### src/rtl/dct_transpose_buffer.sv
// dct_transpose_buffer
// Ping-pong transpose buffer between the row and column passes of a 2-D DCT.
// Rows of a DIM x DIM block are written one beat at a time into one bank while
// the other bank is read out column by column. Each bank has a full flag. A
// bank is filled completely before it is read, and read completely before it
// is refilled.
module dct_transpose_buffer #(
    parameter int WIDTH = 16,
    parameter int DIM   = 8
) (
    input  logic                                clk,
    input  logic                                rst,
    input  logic                                flush,
    input  logic                                in_valid,
    output logic                                in_ready,
    input  logic signed [DIM-1:0][WIDTH-1:0]    in_row,
    output logic                                out_valid,
    input  logic                                out_ready,
    output logic signed [DIM-1:0][WIDTH-1:0]    out_col,
    output logic        [$clog2(DIM)-1:0]       out_col_idx,
    output logic                                out_last
);

    localparam int            IW   = $clog2(DIM);
    localparam logic [IW-1:0] LAST = IW'(DIM - 1);

    // Two banks, indexed [bank][row][column].
    logic signed [WIDTH-1:0] mem [2][DIM][DIM];

    logic [1:0]    full;
    logic          wr_bank;
    logic          rd_bank;
    logic [IW-1:0] wr_row;
    logic [IW-1:0] rd_col;

    logic wr_fire;
    logic rd_fire;

    // Handshake status comes from registered flags only, so out_ready never
    // reaches in_ready combinationally. A flush cancels both transfers.
    assign in_ready    = ~full[wr_bank];
    assign out_valid   = full[rd_bank];
    assign out_col_idx = rd_col;
    assign out_last    = out_valid && (rd_col == LAST);
    assign wr_fire     = in_valid && in_ready && !flush;
    assign rd_fire     = out_valid && out_ready && !flush;

    // Bank pointers, row/column counters and full flags.
    // NOTE: sequential state uses non-blocking assignments so every register
    // samples its inputs from before the edge.
    always_ff @(posedge clk or posedge rst) begin
        if (rst) begin
            full    <= '0;
            wr_bank <= 1'b0;
            rd_bank <= 1'b0;
            wr_row  <= '0;
            rd_col  <= '0;
        end else if (flush) begin
            full    <= '0;
            wr_bank <= 1'b0;
            rd_bank <= 1'b0;
            wr_row  <= '0;
            rd_col  <= '0;
        end else begin
            // A fill can only target an empty bank and a drain only a full one,
            // so when both complete on one edge they touch different flags.
            if (wr_fire) begin
                if (wr_row == LAST) begin
                    full[wr_bank] <= 1'b1;
                    wr_bank       <= ~wr_bank;
                    wr_row        <= '0;
                end else begin
                    wr_row <= wr_row + IW'(1);
                end
            end
            if (rd_fire) begin
                if (rd_col == LAST) begin
                    full[rd_bank] <= 1'b0;
                    rd_bank       <= ~rd_bank;
                    rd_col        <= '0;
                end else begin
                    rd_col <= rd_col + IW'(1);
                end
            end
        end
    end

    // Store the accepted row into the current write bank.
    // NOTE: the storage array has no reset. Its contents are never observable
    // until the bank's full flag is set, and that only happens after a complete
    // rewrite of the bank.
    always_ff @(posedge clk) begin
        if (wr_fire) begin
            for (int j = 0; j < DIM; j++) begin
                mem[wr_bank][wr_row][j] <= in_row[j];
            end
        end
    end

    // Gather column rd_col of the read bank. The result is zero when the read
    // bank is not full.
    // NOTE: out_col receives a default before any conditional assignment, so
    // no latch is inferred.
    always_comb begin
        out_col = '0;
        if (out_valid) begin
            for (int j = 0; j < DIM; j++) begin
                out_col[j] = mem[rd_bank][j][rd_col];
            end
        end
    end

endmodule

### config.mk
export PLATFORM = sky130hd
export DESIGN_NAME = dct_transpose_buffer
export DESIGN_NICKNAME = d
export VERILOG_FILES = /design/src/rtl/dct_transpose_buffer.sv
export SDC_FILE = /design/constraint.sdc
export NUM_CORES = 2
export LEC_CHECK = 0
export ABC_AREA = 1
export CELL_PAD_IN_SITES_DETAIL_PLACEMENT = 2
export CELL_PAD_IN_SITES_GLOBAL_PLACEMENT = 2
export CORE_ASPECT_RATIO = 0.8
export CORE_UTILIZATION = 44
export CTS_CLUSTER_SIZE = 30
export DETAILED_ROUTE_END_ITERATION = 12
export PLACE_DENSITY_LB_ADDON = 0.1
export SLEW_MARGIN = 20
export SYNTH_ARGS = -nofsm -noshare
export SYNTH_HDL_FRONTEND = slang
export SYNTH_SLANG_ARGS = --single-unit
### constraint.sdc
create_clock -name clk -period 16 [get_ports clk]
set_clock_uncertainty 0.1 [all_clocks]
set_input_delay 3.2 -clock clk [delete_from_list [all_inputs] [get_ports clk]]
set_output_delay 3.2 -clock clk [all_outputs]
set_load 0.02 [all_outputs]
==> impl_metrics.env <==
export IMPL_critPathRequiredTime_ps=12700
export IMPL_power_mw=11.4
export IMPL_maxCapViolCount=0
export IMPL_cts_buffers=212
export IMPL_hold_class="reg2reg"
export IMPL_syn_avg_cell_area_um2=9.87
export IMPL_netlist_instances=9358
export IMPL_ys_seq_area_frac=0.669
export IMPL_hold_viol_final=0
export IMPL_period_needed_ps=10310
export IMPL_num_io_pins=267
export IMPL_pre_cts_ws_ps=6950
export IMPL_avgRoutedWirePerCell_um=32.4
export IMPL_place_area_um2=97900
export IMPL_routed_wl_mm=403
export IMPL_synth_seq_cells=2058
export IMPL_drive_above_1_share=0.0506
export IMPL_place_hpwl_mm=234
export IMPL_drc=0
export IMPL_area_growth_pct=13.0
export IMPL_grt_overflow=0
export IMPL_netlist_area_leader_share=0.666
export IMPL_netlist_area_um2=92300
export IMPL_die_h_um=412
export IMPL_synth_warnings=0
export IMPL_num_vias=74876
export IMPL_fin_util=0.500
export IMPL_hold_buffers=0
export IMPL_slew_viol_final=0
export IMPL_worst_slack_ps=5690
export IMPL_synth_nets=9495
export IMPL_cts_sinks=2058
export IMPL_finalSetupViolations=0
export IMPL_criticalPathCategory="reg2out"
export IMPL_dr_pass1_iters=6
export IMPL_initial_core_util=0.442
export IMPL_ir_drop_uv=114
export IMPL_grt_max_degree=183
export IMPL_antenna_found_initial=89
export IMPL_fin_crit_sh=0.644
export IMPL_cts_resized=0
export IMPL_netlist_top_cell_by_area="edfxtp_1"
export IMPL_grt_pass1_wl_mm=569
export IMPL_yosys_top_cells_area="edfxtp_1 (67%), nand2_1 (13%), nand3_1 (7.0%), inv_1 (4.7%), o21ai_0 (2.7%)"
export IMPL_grt_usage=0.379
export IMPL_rsz0062_at_grt="no"
export IMPL_htree_levels=4
export IMPL_clockRootBuffer="clkbuf_16"
export IMPL_arrival_ps=7010
export IMPL_core_area_um2=209000
export IMPL_clock_fmax_mhz=97.0
export IMPL_design_area_um2=104000
export IMPL_cts_tree="done"
export IMPL_cts_path_max_buffers=3
export IMPL_ys_types=22
export IMPL_dieArea_um2=212000
export IMPL_cp_max_fo=182
export IMPL_io_buffers=266
export IMPL_relSlewSlack=0.100
export IMPL_endpoint_kind="primary output"
export IMPL_final_nets=9575
export IMPL_rows=150
export IMPL_drt_vias_per_instance=6.01
export IMPL_clk_latency_ps=870
export IMPL_p_leak_nw=41.7
export IMPL_status="finished, final reports clean"
export IMPL_setup_tns_final_ps=0
export IMPL_tightest_slew_ps=1350
export IMPL_fill_cells=21449
export IMPL_ant_nets=0
export IMPL_postCtsSetupBuffers=0
export IMPL_seq_area_um2=61800
export IMPL_clkTransAtPathRegs_ps=60
export IMPL_multi_input_area_um2=24100
export IMPL_start_kind="flip-flop"
export IMPL_die_w_um=514
export IMPL_power_density_nw_per_um2=109
export IMPL_drtIter0Drc=8879
export IMPL_grt_pass1_vias=79891
export IMPL_place_congestion=0.809
[kinds of logic after synthesis]
group | Yosys count | share of synthesized area
buffers and inverters | 1719 | 0.0721
and+or+nand+nor | 4538 | 0.202
DFF | 2058 | 0.669
AOI/OAI and AO/OA | 1039 | 0.0564
adders and majority gates | 4 | 0.000542
[routing by layer]
layer | GRT usage | share of wire
met5 | 0 | 0.00038
met1 | 0.484 | 0.38
met4 | 0.192 | 0.053
met3 | 0.0625 | 0.088
met2 | 0.625 | 0.48
[through the flow]
stage,instances,hold slack (ps)
5_1_grt,12430,501
3_5_place_dp,12036,466
2_1_floorplan,9358,389
3_3_place_gp,12035,421
4_1_cts,12422,476
6_report,12458,472
[flip-flops by register name, indices dropped and copies added, names as in the netlist]
| signal | count |
|---|---|
| mem | 2048 |
| out_col_idx | 3 |
| wr_row | 3 |
| full | 2 |
| rd_bank | 1 |
| wr_bank | 1 |
[cell usage after synthesis (all sizes together)]
library cell	instances
nand2	3223
edfxtp	2048
nand3	1287
inv	1148
o21ai	908
clkbuf	347
buf	223
a21oi	130
nor2	27
dfrtp	10
ha	4
clkinv	1
nor3	1
o31ai	1
[power breakdown]
group	internal [mW]	switching [mW]
combinational	0.101	0.443
clock	2.61	2.21
sequential	6.00	0.0136
[cell usage in the layout, fill, tap and decap left out, types with 130 or more instances in the layout]
cell and instances:
a21oi_1 130, buf_4 152, clkbuf_16 216, clkdlybuf4s50_1 263
edfxtp_1 2048, inv_1 1135, nand2_1 3216, nand3_1 1285
o21ai_0 507, o21ai_1 400
[path summary, 6_finish.rpt]
path	to	slack, ps	from	depth (start not counted)
worst max-delay path	out_col[82]	5690	rd_bank	11
worst min-delay path	full[0]	470	full[0]	2
worst max register to register	mem[1][164]	10240	wr_bank	10
worst min register to register	full[0]	470	full[0]	2
max in group asynchronous	out_col_idx[1]	12890	rst	2
min in group asynchronous	full[0]	2550	rst	2
[area by class of cell]
| type | instances | share of cell area |
|---|---|---|
| inverters | 1149 | 0.0417 |
| well taps | 2812 | 0.0337 |
| clock inverters | 105 | 0.00698 |
| multi-input cells | 5581 | 0.231 |
| repair buffers | 436 | 0.0396 |
| flip-flops and latches | 2058 | 0.592 |
| diodes | 36 | 0.000863 |
| clock buffers | 281 | 0.0545 |
[critical path, stage by stage (launching register included)]
cell	delay, ps
dfrtp_4	740
buf_4	770
buf_12	590
buf_12	560
buf_4	710
nand2_1	100
nand2_1	100
nand2_1	50
nand3_1	100
nand3_1	100
a21oi_1	740
clkdlybuf4s50_1	780
(Power assumes the default switching activity.)
